File: src/rtl/sc_et_sng.sv
// Comparator-based stochastic number generator with early termination.
// Streams sc_bit = (x > cnt) aligned to the upstream counter wrap and reports ones count and length.
module sc_et_sng #(
    parameter int WIDTH = 8
) (
    input  logic             clk,
    input  logic             rst_n,
    input  logic [WIDTH-1:0] cnt,
    input  logic             ovf,
    input  logic             in_valid,
    output logic             in_ready,
    input  logic [WIDTH-1:0] in_x,
    input  logic [WIDTH:0]   in_et_len,
    output logic             sc_valid,
    output logic             sc_bit,
    output logic             out_valid,
    input  logic             out_ready,
    output logic [WIDTH:0]   out_acc,
    output logic [WIDTH:0]   out_len
);

    // state | meaning
    // IDLE  | waiting for an operand, in_ready high
    // ALIGN | operand latched, waiting for upstream wrap so RUN starts at cnt = 0
    // RUN   | one live stream bit per cycle
    // DONE  | result held on out_acc/out_len until out_ready
    typedef enum logic [1:0] {
        IDLE  = 2'd0,
        ALIGN = 2'd1,
        RUN   = 2'd2,
        DONE  = 2'd3
    } state_t;

    state_t           state;
    logic [WIDTH-1:0] x;
    logic [WIDTH:0]   et_len;
    logic [WIDTH:0]   acc;
    logic [WIDTH:0]   len;

    logic             bit_now;
    logic [WIDTH:0]   acc_next;
    logic [WIDTH:0]   len_next;
    logic             term;

    assign bit_now  = (x > cnt);
    assign sc_bit   = sc_valid & bit_now;
    assign in_ready = (state == IDLE);

    assign acc_next = acc + {{WIDTH{1'b0}}, bit_now};
    assign len_next = len + 1'b1;
    // The current bit always counts, so the length check uses the incremented value.
    assign term     = ovf || ((et_len != '0) && (len_next == et_len));

    always_ff @(posedge clk or negedge rst_n) begin
        if (!rst_n) begin
            state     <= IDLE;
            x         <= '0;
            et_len    <= '0;
            acc       <= '0;
            len       <= '0;
            sc_valid  <= 1'b0;
            out_valid <= 1'b0;
            out_acc   <= '0;
            out_len   <= '0;
        end else begin
            case (state)
                IDLE: begin
                    if (in_valid) begin
                        x      <= in_x;
                        et_len <= in_et_len;
                        acc    <= '0;
                        len    <= '0;
                        state  <= ALIGN;
                    end
                end
                ALIGN: begin
                    if (ovf) begin
                        sc_valid <= 1'b1;
                        state    <= RUN;
                    end
                end
                RUN: begin
                    acc <= acc_next;
                    len <= len_next;
                    if (term) begin
                        sc_valid  <= 1'b0;
                        out_valid <= 1'b1;
                        out_acc   <= acc_next;
                        out_len   <= len_next;
                        state     <= DONE;
                    end
                end
                DONE: begin
                    if (out_ready) begin
                        out_valid <= 1'b0;
                        state     <= IDLE;
                    end
                end
                default: begin
                    sc_valid  <= 1'b0;
                    out_valid <= 1'b0;
                    state     <= IDLE;
                end
            endcase
        end
    end

endmodule

File: config.mk
export PLATFORM = sky130hd
export DESIGN_NAME = sc_et_sng
export DESIGN_NICKNAME = d
export VERILOG_FILES = /design/src/rtl/sc_et_sng.sv
export SDC_FILE = /design/constraint.sdc
export NUM_CORES = 1
export LEC_CHECK = 0
export ABC_AREA = 1
export CAP_MARGIN = 20
export CORE_MARGIN = 2
export CORE_UTILIZATION = 23
export CTS_BUF_LIST = sky130_fd_sc_hd__clkbuf_2 sky130_fd_sc_hd__clkbuf_4 sky130_fd_sc_hd__clkbuf_8
export CTS_CLUSTER_SIZE = 20
export DETAILED_ROUTE_END_ITERATION = 10
export GPL_TIMING_DRIVEN = 0
export PLACE_DENSITY = 0.48
export SLEW_MARGIN = 40
export SYNTH_ARGS = -nofsm -noshare
export SYNTH_HDL_FRONTEND = slang
export SYNTH_SLANG_ARGS = --single-unit
File: constraint.sdc
create_clock -name clk -period 2.84 [get_ports clk]
set_input_delay 0.426 -clock clk [delete_from_list [all_inputs] [get_ports clk]]
set_output_delay 0.426 -clock clk [all_outputs]
set_load 0.02 [all_outputs]
# Word-level counts from Yosys, hierarchy flattened
# Index checks and enable logic that the tools add are counted.
op_classes:
  n_addsub: 2
  n_mul: 0
  div_mod_pow: 0
  order_cmp: 1
  eq_ne: 8
  shifts: 0
  muxes: 14
  bitwise_logic: 1
  n_reduce_logical: 13
op_table:
  columns: ["op", "count"]
  rows:
  - ["9-bit case mux with 2 select lines", 2]
  - ["9-bit by 1-bit adder with 9-bit output", 1]
  - ["9-bit by 1-bit adder with 9-bit output, second input constant", 1]
  - ["9-bit equality test", 1]
  - ["9-bit two-way mux", 1]
  - ["9-bit nonzero test", 1]
  - ["8-bit greater-than comparator", 1]
  - ["2-bit two-way mux", 4]
  - ["2-bit != test, second input constant", 4]
  - ["2-bit case mux with 4 select lines", 1]
  - ["2-bit AND reduction", 3]
  - ["3-bit AND reduction", 2]
  - ["2-bit nonzero test", 3]
  - ["2-bit equality test, second input constant", 2]
  - ["1-bit two-way mux", 4]
  - ["1-bit case mux with 2 select lines", 2]
  - ["4-bit AND reduction", 1]
  - ["2-bit by 1-bit equality test with 1-bit output, second input constant", 1]
  - ["2-bit zero test", 1]
  - ["1-bit AND", 1]
  - ["1-bit logical AND", 1]
  - ["1-bit logical OR", 1]
word_totals:
  ff_bits: 57
  latch_bits: 0
  mem_bits_rw: 0
  mem_bits_ro: 0
  inputBits: 30
  out_inout_bits: 22
  memories: 0

# Depth between registers and ports, before layout
logic_depth:
  ltp_word: 6
  depth_mapped: 16
  ltp_nobuf: 16

# Least setup slack after synthesis
# Ideal clock, no wire load.
synth_timing:
  kind: "input-to-reg"
  start: "in cnt[1]"
  end: "reg acc[8]"
  setup_ns: 0.141
  arrival_ns: 2.176
  slack_ns: 0.523
  stages: 15
  path_buffers: 0
  path_cell_list: "inv_1 -> ha_1 -> inv_1 -> nor2_1 -> nor2_1 -> o21ai_0 -> nand2_1 -> a22oi_1 -> ha_1 -> ha_1 -> nand3_1 -> nor2_1 -> nand3_1 -> xor2_1 -> o22ai_1"
synth_between:
  elab_chain_len: 3
synth_lines:
  columns: ["item", "line", "rtl"]
  rows:
  - ["start, declared", "8", "input logic [WIDTH-1:0] cnt,"]
  - ["8-bit greater-than comparator", "45", "assign bit_now = (x > cnt);"]
  - ["9-bit by 1-bit adder with 9-bit output", "49", "assign acc_next = acc + {{WIDTH{1'b0}}, bit_now};"]
  - ["9-bit case mux with 2 select lines", "66", "case (state)"]
  - ["end signal, assigned", "83", "acc <= acc_next;"]
  - ["end, declared", "37", "logic [WIDTH:0] acc;"]
# No other way between the ends.
# A chain may end at the register's enable or synchronous reset.

# Final worst setup path
layout_timing:
  start: "in cnt[1]"
  end: "out sc_bit"
layout_between:
  elab_chain_len: 2
layout_lines:
  columns: ["item", "line", "rtl"]
  rows:
  - ["8-bit greater-than comparator", "45", null]
  - ["1-bit AND", "46", "assign sc_bit = sc_valid & bit_now;"]
  - ["end, declared", "15", "output logic sc_bit,"]
# No other way between the ends.

==> flow_summary.yaml <==
outcome:
  outcome: "completed"
power_and_ir_drop:
  cellPowerDensity_nw_per_um2: 812
  ir_drop_mv: 0.386
  p_total_w: 0.00325
  p_leak_nw: 1.78
routing:
  route.detailed.drc: 0
  antenna_left: 0
  first_pass_iters: 4
  routedWlPerCell_um: 12.3
  vias: 2424
  via_per_inst: 4.18
  routed_wl_um: 7110
  drt-initial-drc-count: 77
clocking:
  cts_buffers: 9
  cts_setup_buffers: 0
  cts_buffer_depth: 2
  clk_pin_slew_worst_paths_ns: 0.07
  worstSkewPairLatency_ns: 0.34
  cts.sink_count: 57
  cts_tree: "done"
  cts-root-buf: "clkbuf_8"
  cts_htree_levels: 3
global_routing:
  grt_first_pass_wirelength_um: 11800
  grt_pass1_vias: 2416
  grt_max_degree: 39
  antenna_found_initial: 0
  track_usage: 0.104
  grt_remaining_overflow: 0
synthesis:
  synth.yosys.seq_area_share: 0.472
  synthesis.nets: 384
  async_reset_ff_frac: 1.00
  syn_area_per_cell_um2: 8.91
  synth_area_um2: 3020
  ys_ff_latch: 57
  yosysWarnings: 0
  synth_edf_count: 0
  synthCells: 339
  synth-main-ff-cell: "dfrtp_1"
  synth_cell_types: 28
floorplan:
  io_pins: 52
  initial_core_util: 0.238
  core_um2: 12700
  dieHeight_um: 119
  rows: 41
  die_w_um: 119
  dieArea_um2: 14100
finish:
  final_area_um2: 4000
  layout_commonest_cell: "nand2_1"
  fillers: 1382
  final_layout_size_suffix_gt1_frac: 0.194
  multiInputGateArea_um2: 1400
  area_delta_synth_final_pct: 32.3
  antenna_cells: 0
  final_cell_mix: "nand2_1 (62), dfrtp_1 (57), clkdlybuf4s50_1 (49), inv_1 (48)"
  nets: 448
  regArea_um2: 1430
  fin_cells: 580
critical_path:
  crit_type: "input pin to output pin"
  start_kind: "input pin"
  endpoint_kind: "output pin"
  worstPathMaxFanout: 2
  worst_ep_required_time_ns: 2.41
  worst_ep_arrival_time_ns: 2.20
  slowest_stage: "clkdlybuf4s50_1"
  crit_chain: "clkdlybuf4s50_1, inv_1, ha_1, inv_1, nor2_1, nor2_1, o21ai_1, nand2_1, a22oi_2, and2_1, clkdlybuf4s15_1"
  cpLargestDelayFamily: "buffers and inverters"
  max_stage_delay_ns: 0.46
  cp_num_buf_inv: 4
place:
  numPortBuffers: 51
  gp_congestion: 0.850
  dp_hpwl_um: 5320
  place_area_um2: 3760
  dpl.cell_count: 563
flow_run:
  max_cap_violations: 0
timing:
  timing.hold.ws_ns: 0.481
  worst_slew_pin_slew_ns: 0.774
  finalSetupTns_ns: 0
  setup_violations: 0
  hold_viol_final: 0
  fin_skew_ns: 0.00680
  finalMaxSlewViolations: 0
  relSlewSlack: 0.480
  fin_crit_ns: 2.63
  final.period_utilization: 0.926
  fmax_mhz: 380
min_path:
  hp-class: "flip-flop to flip-flop"
synth_stat cells (2+ instances only):
| cell type | instances | share of area |
|---|---|---|
| nor2_4 | 2 | 0.0075 |
| buf_6 | 3 | 0.011 |
| a21oi_1 | 12 | 0.020 |
| o21ai_0 | 5 | 0.0083 |
| nand2_1 | 62 | 0.077 |
| dfrtp_1 | 57 | 0.47 |
| nand3_1 | 23 | 0.038 |
| inv_2 | 2 | 0.0025 |
| o22ai_1 | 17 | 0.035 |
| mux2_2 | 8 | 0.030 |
| xor2_1 | 6 | 0.017 |
| ha_1 | 15 | 0.062 |
| inv_1 | 48 | 0.060 |
| nand2_2 | 17 | 0.035 |
| o21ai_1 | 2 | 0.0033 |
| clkbuf_1 | 4 | 0.0050 |
| o21ai_2 | 19 | 0.055 |
| nand4_1 | 5 | 0.010 |
| nor2_1 | 23 | 0.029 |
tightest hold or removal path, delay by kind of cell (launching register included):
family / cells / cell delay, ns
flip-flops: 1 / 0.34
AND/OR/NAND/NOR: 1 / 0.06
AO/OA/AOI/OAI: 1 / 0.05
timing repair:
item / 4_1_cts / 5_1_grt
gates resized for setup: 2 / 10
pin swaps: 0 / 3
setup endpoints to repair: 3 / 7
hold endpoints to repair: 19 / 0
hold buffers: 1 / 0
stage by stage:
step                      setup WS, ns  utilization
after CTS                       0.0481        0.311
after global routing           -0.0194        0.314
after floorplan                  0.523            -
final                            0.210        0.314
after global placement          -0.660        0.295
after detailed placement        -0.386        0.296
path summary, 6_finish.rpt:
| path | startpoint | end | slack, ns | depth (start not counted) |
|---|---|---|---|---|
| min in group asynchronous | rst_n | state[1] | 0.52 | 2 |
| max | cnt[1] | sc_bit | 0.21 | 11 |
| max reg2reg | x[1] | acc[8] | 0.44 | 14 |
| max in group asynchronous | rst_n | out_acc[7] | 1.82 | 3 |
| min | out_len[2] | out_len[2] | 0.48 | 2 |
| min reg2reg | out_len[2] | out_len[2] | 0.48 | 2 |
report_power, final:
part	switching, W	internal (W)
Combinational	0.000813	0.000557
Sequential	0.000149	0.00103
Clock	0.000340	0.000359
Total	0.00130	0.00194
layout make-up:
type                    instances  area share
plain buffers                   7      0.0122
repair buffers                 53       0.135
clock inverters                 5     0.00751
clock buffers                  11      0.0379
multi-input cells             225       0.350
inverters                      50      0.0469
well taps                     172      0.0538
flip-flops and latches         57       0.357
registers in the layout, indices dropped and copies added (netlist names):
signal,count
out_len,9
out_valid,1
state,2
x,8
len,9
out_acc,9
sc_valid,1
et_len,9
acc,9
logic make-up after synthesis:
logic type,count (synthesis),synth area share
buffers and inverters,57,0.0783
AOI/OAI and AO/OA,57,0.127
xor gates and xnor gates,7,0.0203
and+or+nand+nor,138,0.211
muxes,8,0.0298
adders and majority gates,15,0.0621
DFF,57,0.472
layer usage:
metal,share of wire,vias to the layer above,wire length (um),track usage
met3,0.038,8,267,0.0285
met5,0,-,0,0
li1,-,1238,-,-
met1,0.50,1137,3520,0.143
met2,0.45,41,3220,0.157
met4,0.014,0,100,0.0379
No activity file was read; power rests on OpenSTA's default activity.
==> edit 1 (same flow settings) <==
`WIDTH`: 8 -> 6.
--- a/src/rtl/sc_et_sng.sv
+++ b/src/rtl/sc_et_sng.sv
@@ -1,7 +1,7 @@
 // Comparator-based stochastic number generator with early termination.
 // Streams sc_bit = (x > cnt) aligned to the upstream counter wrap and reports ones count and length.
 module sc_et_sng #(
-    parameter int WIDTH = 8
+    parameter int WIDTH = 6
 ) (
     input  logic             clk,
     input  logic             rst_n,
Ports: changed (5 resized); port bits go from 52 to 42. The function was not compared with the original's and may differ.
==> edit 1 against the original RTL <==
- total power fell by 21%
- critical path type unchanged
- worst setup slack worse by 0.011 ns
- design area fell by 24%
- area after synthesis shrank 22%
- routed wire length is 25% lower
- sequential cell count fell by 12
- synthesized cell count down 20%
- sequential power shrank 18%
==> edit 1: results <==
[synth]
ys_async_sr_fraction_pct = 100
syn_nets = 309
synthCells = 272
synth_area_leaders = "dfrtp_1, nand2_1, ha_1, inv_1, o22ai_1"
yosysUniqueCellTypes = 27
yosysSeqAreaShare_pct = 48.1
synth_common_cells = "nand2_1, dfrtp_1, inv_1, nor2_1, nand3_1"

[place]
port_buffers = 41
post-place-ws_ns = -0.204
place.detailed.hpwl_um = 4080
gp_congestion = 0.800
place_inst = 447

[clock_tree]
numCtsBuffers = 5
cts.reportedPaths.clkPinSlew_ns = 0.08
cts.htree.levels = 2
clockBufferDepth = 2
clockRootBuffer = "clkbuf_8"
clock_latency_ns = 0.29

[detailed_routing]
avgViaCountPerCell = 4.12
drt_iter0_drc = 52
wl_um = 5320

[status]
status = "finished clean"

[power_and_ir_drop]
p_leak_uw = 0.00140
ir_drop_mv = 0.387

[grt]
grt_usage_pct = 10.1
grt_pass1_wl_um = 9030
grt_pass1_vias = 1822
antenna_found_initial = 0
grt_max_degree = 36

[timing]
tightestPinTransition_ns = 0.666
finalCritPeriodShare_pct = 93.0
fin_skew_ns = 0.00341
hold_slack_ns = 0.486

[critical_path]
r2r_cells = 11
r2r_end = "acc[6]"
critical_path_peak_fanout = 4
reg2reg_from = "x[5]"
rrSetupSlack_ns = 0.45
cp.arrival_ns = 2.21
crit_path_start = "cnt[5]"

[cells_and_area]
nets = 359
num_antenna_cells = 0
drive_gt1_share_pct = 10.2
fill_cells = 1091
instances_no_fill = 455

[min_path]
hp-class = "register to register"
-- edit 1: per-layer routing --
layer | GRT usage [%] | part of all wire, % | up-vias
met5 | 0 | 0 | -
met4 | 2.29 | 0.51 | 0
met3 | 2.37 | 4.8 | 2
met2 | 15.0 | 42 | 37
met1 | 14.9 | 53 | 857
li1 | - | - | 980
-- edit 1: logic make-up after synthesis --
| kind of cell | count (synthesis) | share of synthesized area [%] |
|---|---|---|
| buffers and inverters | 48 | 8.76 |
| AO/OA/AOI/OAI | 43 | 10.8 |
| adder cells (fa/ha/maj) | 13 | 6.94 |
| AND/OR/NAND/NOR | 112 | 20.6 |
| flip-flops | 45 | 48.1 |
| multiplexers | 6 | 2.88 |
| XOR/XNOR | 5 | 1.87 |
-- edit 1: timing repair --
| item | in CTS | in global routing |
|---|---|---|
| gates resized for setup | 2 | 0 |
| buffers inserted | 0 | 0 |
| setup endpoints to repair | 1 | 0 |
| hold buffers | 1 | 0 |
| endpoints found under the hold margin | 10 | 0 |
-- edit 1: cell type report --
type,count,area (um2),area share (%)
well taps,133,166,5.47
clock inverters,1,7.51,0.247
flip-flops and latches,45,1130,37.0
multi-input cells,179,1020,33.5
inverters,41,154,5.06
plain buffers,7,51.3,1.69
clock buffers,6,82.6,2.71
repair buffers,43,437,14.4
-- edit 1: metrics by stage --
stage	utilization, %	cell area (um2)	power (uW)
final	31.0	3040	2550
after global routing	31.0	3040	2780
after CTS	31.0	3040	2600
after detailed placement	29.9	2940	2170
after global placement	29.7	2920	2160
after floorplan	-	2340	1760
-- edit 1: how the worst min path moves through the flow --
stage / cells past startpoint / start / end
5_1_grt: 2 / out_len[3] / out_len[3]
3_5_place_dp: 1 / rst_n / out_acc[4]
4_1_cts: 2 / out_len[5] / out_len[5]
2_1_floorplan: 0 / rst_n / acc[0]
6_report: 2 / out_len[5] / out_len[5]
3_3_place_gp: 2 / out_len[5] / out_len[5]
-- edit 1: where the power goes --
group	total (uW)	leakage, uW	internal [uW]	switching [uW]
registers	962	0.000576	830	131
logic	1180	0.000784	496	686
clock network	409	0.0000433	193	217
total	2550	0.00140	1520	1030
-- edit 1: worst max-delay path: stages --
cell and delay (ns):
clkdlybuf4s50_1 0.45, inv_1 0.04, ha_1 0.32, nand2_1 0.06, nor2_1 0.12, o21ai_0 0.11
a41oi_2 0.18, and2_1 0.17, dlygate4sd2_1 0.33
==> edit 2 (config.mk and constraints unchanged) <==
Made on the original files. Re-encode `state_t` (4 states) as one-hot, 4 bits wide.
--- a/src/rtl/sc_et_sng.sv
+++ b/src/rtl/sc_et_sng.sv
@@ -24,11 +24,11 @@
     // ALIGN | operand latched, waiting for upstream wrap so RUN starts at cnt = 0
     // RUN   | one live stream bit per cycle
     // DONE  | result held on out_acc/out_len until out_ready
-    typedef enum logic [1:0] {
-        IDLE  = 2'd0,
-        ALIGN = 2'd1,
-        RUN   = 2'd2,
-        DONE  = 2'd3
+    typedef enum logic [3:0] {
+        IDLE  = 4'b0001,
+        ALIGN = 4'b0010,
+        RUN   = 4'b0100,
+        DONE  = 4'b1000
     } state_t;
 
     state_t           state;
Behaviour: same outputs for any inputs over 10 cycles, from zero or initial values and one cycle with rst_n low; not proved beyond that.
==> edit 2 against the original RTL <==
- non-clock buffer count is 3 higher
- design area fell by 1.2%
- critical path depth increased by 4
- sequential share of layout area up 1.7 points
- combinational power shrank 26%
- hold slack lost 0.0061 ns
- register-to-register slack worse by 0.12 ns
- total power down 11%
- area after synthesis fell by 1.2%
- worst setup slack got worse by 0.094 ns
- sequential cell count increased by 2
- routed wire length decreased by 0.20%
==> edit 2: results <==
[status]
status = "finished clean"

[critical_path]
reg2reg_from = "x[3]"
rrSetupSlack_ns = 0.32
r2r_end = "acc[8]"
critical_path_peak_fanout = 2
cp.arrival_ns = 2.90
r2r_cells = 13

[cells_and_area]
multiInputGateArea_um2 = 1310
drive_gt1_share_pct = 15.5
instances_no_fill = 571
fill_cells = 1356
nets = 436

[timing]
fin_skew_ns = 0.00755
hold_slack_ns = 0.475
slew_headroom_pct = 60.0

[place]
place_inst = 554
port_buffers = 51
gp_congestion = 0.795
dpl_cell_area_um2 = 3730
post-place-ws_ns = -0.341
place.detailed.hpwl_um = 5390

[synth]
ys_async_sr_fraction_pct = 100
ys.flop_type = "dfrtp_1"
synth_common_cells = "nand2_1, dfrtp_1, inv_1, nand3_1, nor2_1"
muxShareOfSynthArea_pct = 4.90
yosysUniqueCellTypes = 33
syn_nets = 371
synth-compound-area-share_pct = 11.1
synthCells = 330
yosysSeqAreaShare_pct = 49.5
synth_area_leaders = "dfrtp_1, nand2_1, inv_1, mux2_2, ha_1"
synthAdderAreaFrac_pct = 4.61
synth-xor-area-share_pct = 2.64

[grt]
grt_max_degree = 36
grt_pass1_wl_um = 11800
grt_usage_pct = 10.6
grt_pass1_vias = 2403

[detailed_routing]
drt_iter0_drc = 78
avgViaCountPerCell = 4.16
wl_per_cell_um = 12.4
firstDrtPassIters = 4

[power_and_ir_drop]
ir_drop_mv = 0.381
p_leak_uw = 0.00173

[clock_tree]
clockBufferDepth = 2
clockRootBuffer = "clkbuf_8"
cts.htree.levels = 3

[min_path]
holdPathEnd = "out_valid"
hp-start = "out_valid"
## edit 2: worst max path at each step
stage / endpoint / slack [ns] / depth (start not counted) / start
after floorplan: acc[8] / 0.49 / 14 / cnt[3]
after global placement: out_len[4] / -0.68 / 1 / rst_n
after detailed placement: acc[8] / -0.34 / 15 / cnt[7]
after CTS: acc[8] / 0.02 / 15 / cnt[7]
after global routing: acc[6] / -0.02 / 14 / cnt[3]
final: acc[8] / 0.12 / 15 / cnt[3]
## edit 2: area by class of cell
class,count,share of cell area [%]
Buffer,9,1.71
Clock buffer,13,4.37
Clock inverter,2,0.253
Inverter,40,3.80
Multi-Input combinational cell,222,33.2
Sequential cell,59,37.4
Tap cell,172,5.45
Timing Repair Buffer,54,13.8
## edit 2: critical path, stage by stage
cell             delay, ns
clkdlybuf4s50_1       0.46
inv_1                 0.04
ha_1                  0.28
nand2_1               0.10
o21ai_0               0.18
nand2_1               0.09
a2bb2oi_2             0.18
ha_1                  0.19
ha_1                  0.20
nand3_2               0.13
nor3_2                0.20
nand3_1               0.12
xor2_1                0.15
inv_1                 0.09
o22ai_1               0.07
## edit 2: report_power, final
part / switching [uW] / internal [uW] / total [uW]
registers: 147 / 1050 / 1190
clock network: 314 / 390 / 704
logic: 536 / 469 / 1010
total: 997 / 1910 / 2900
## edit 2: metal layers
| layer | share of wire [%] | global-route usage [%] | routed length (um) |
|---|---|---|---|
| met1 | 50 | 15.0 | 3560 |
| met2 | 45 | 15.4 | 3210 |
| met3 | 3.2 | 2.28 | 229 |
| met4 | 1.3 | 4.97 | 93 |
| met5 | 0 | 0 | 0 |
## edit 2: what timing repair did
action / CTS / global route
resized for setup: 1 / 3
setup buffers: 0 / 1
pin swaps: 0 / 2
endpoints found under the setup margin: 1 / 5
hold buffers: 1 / 0
hold endpoints to repair: 15 / 0
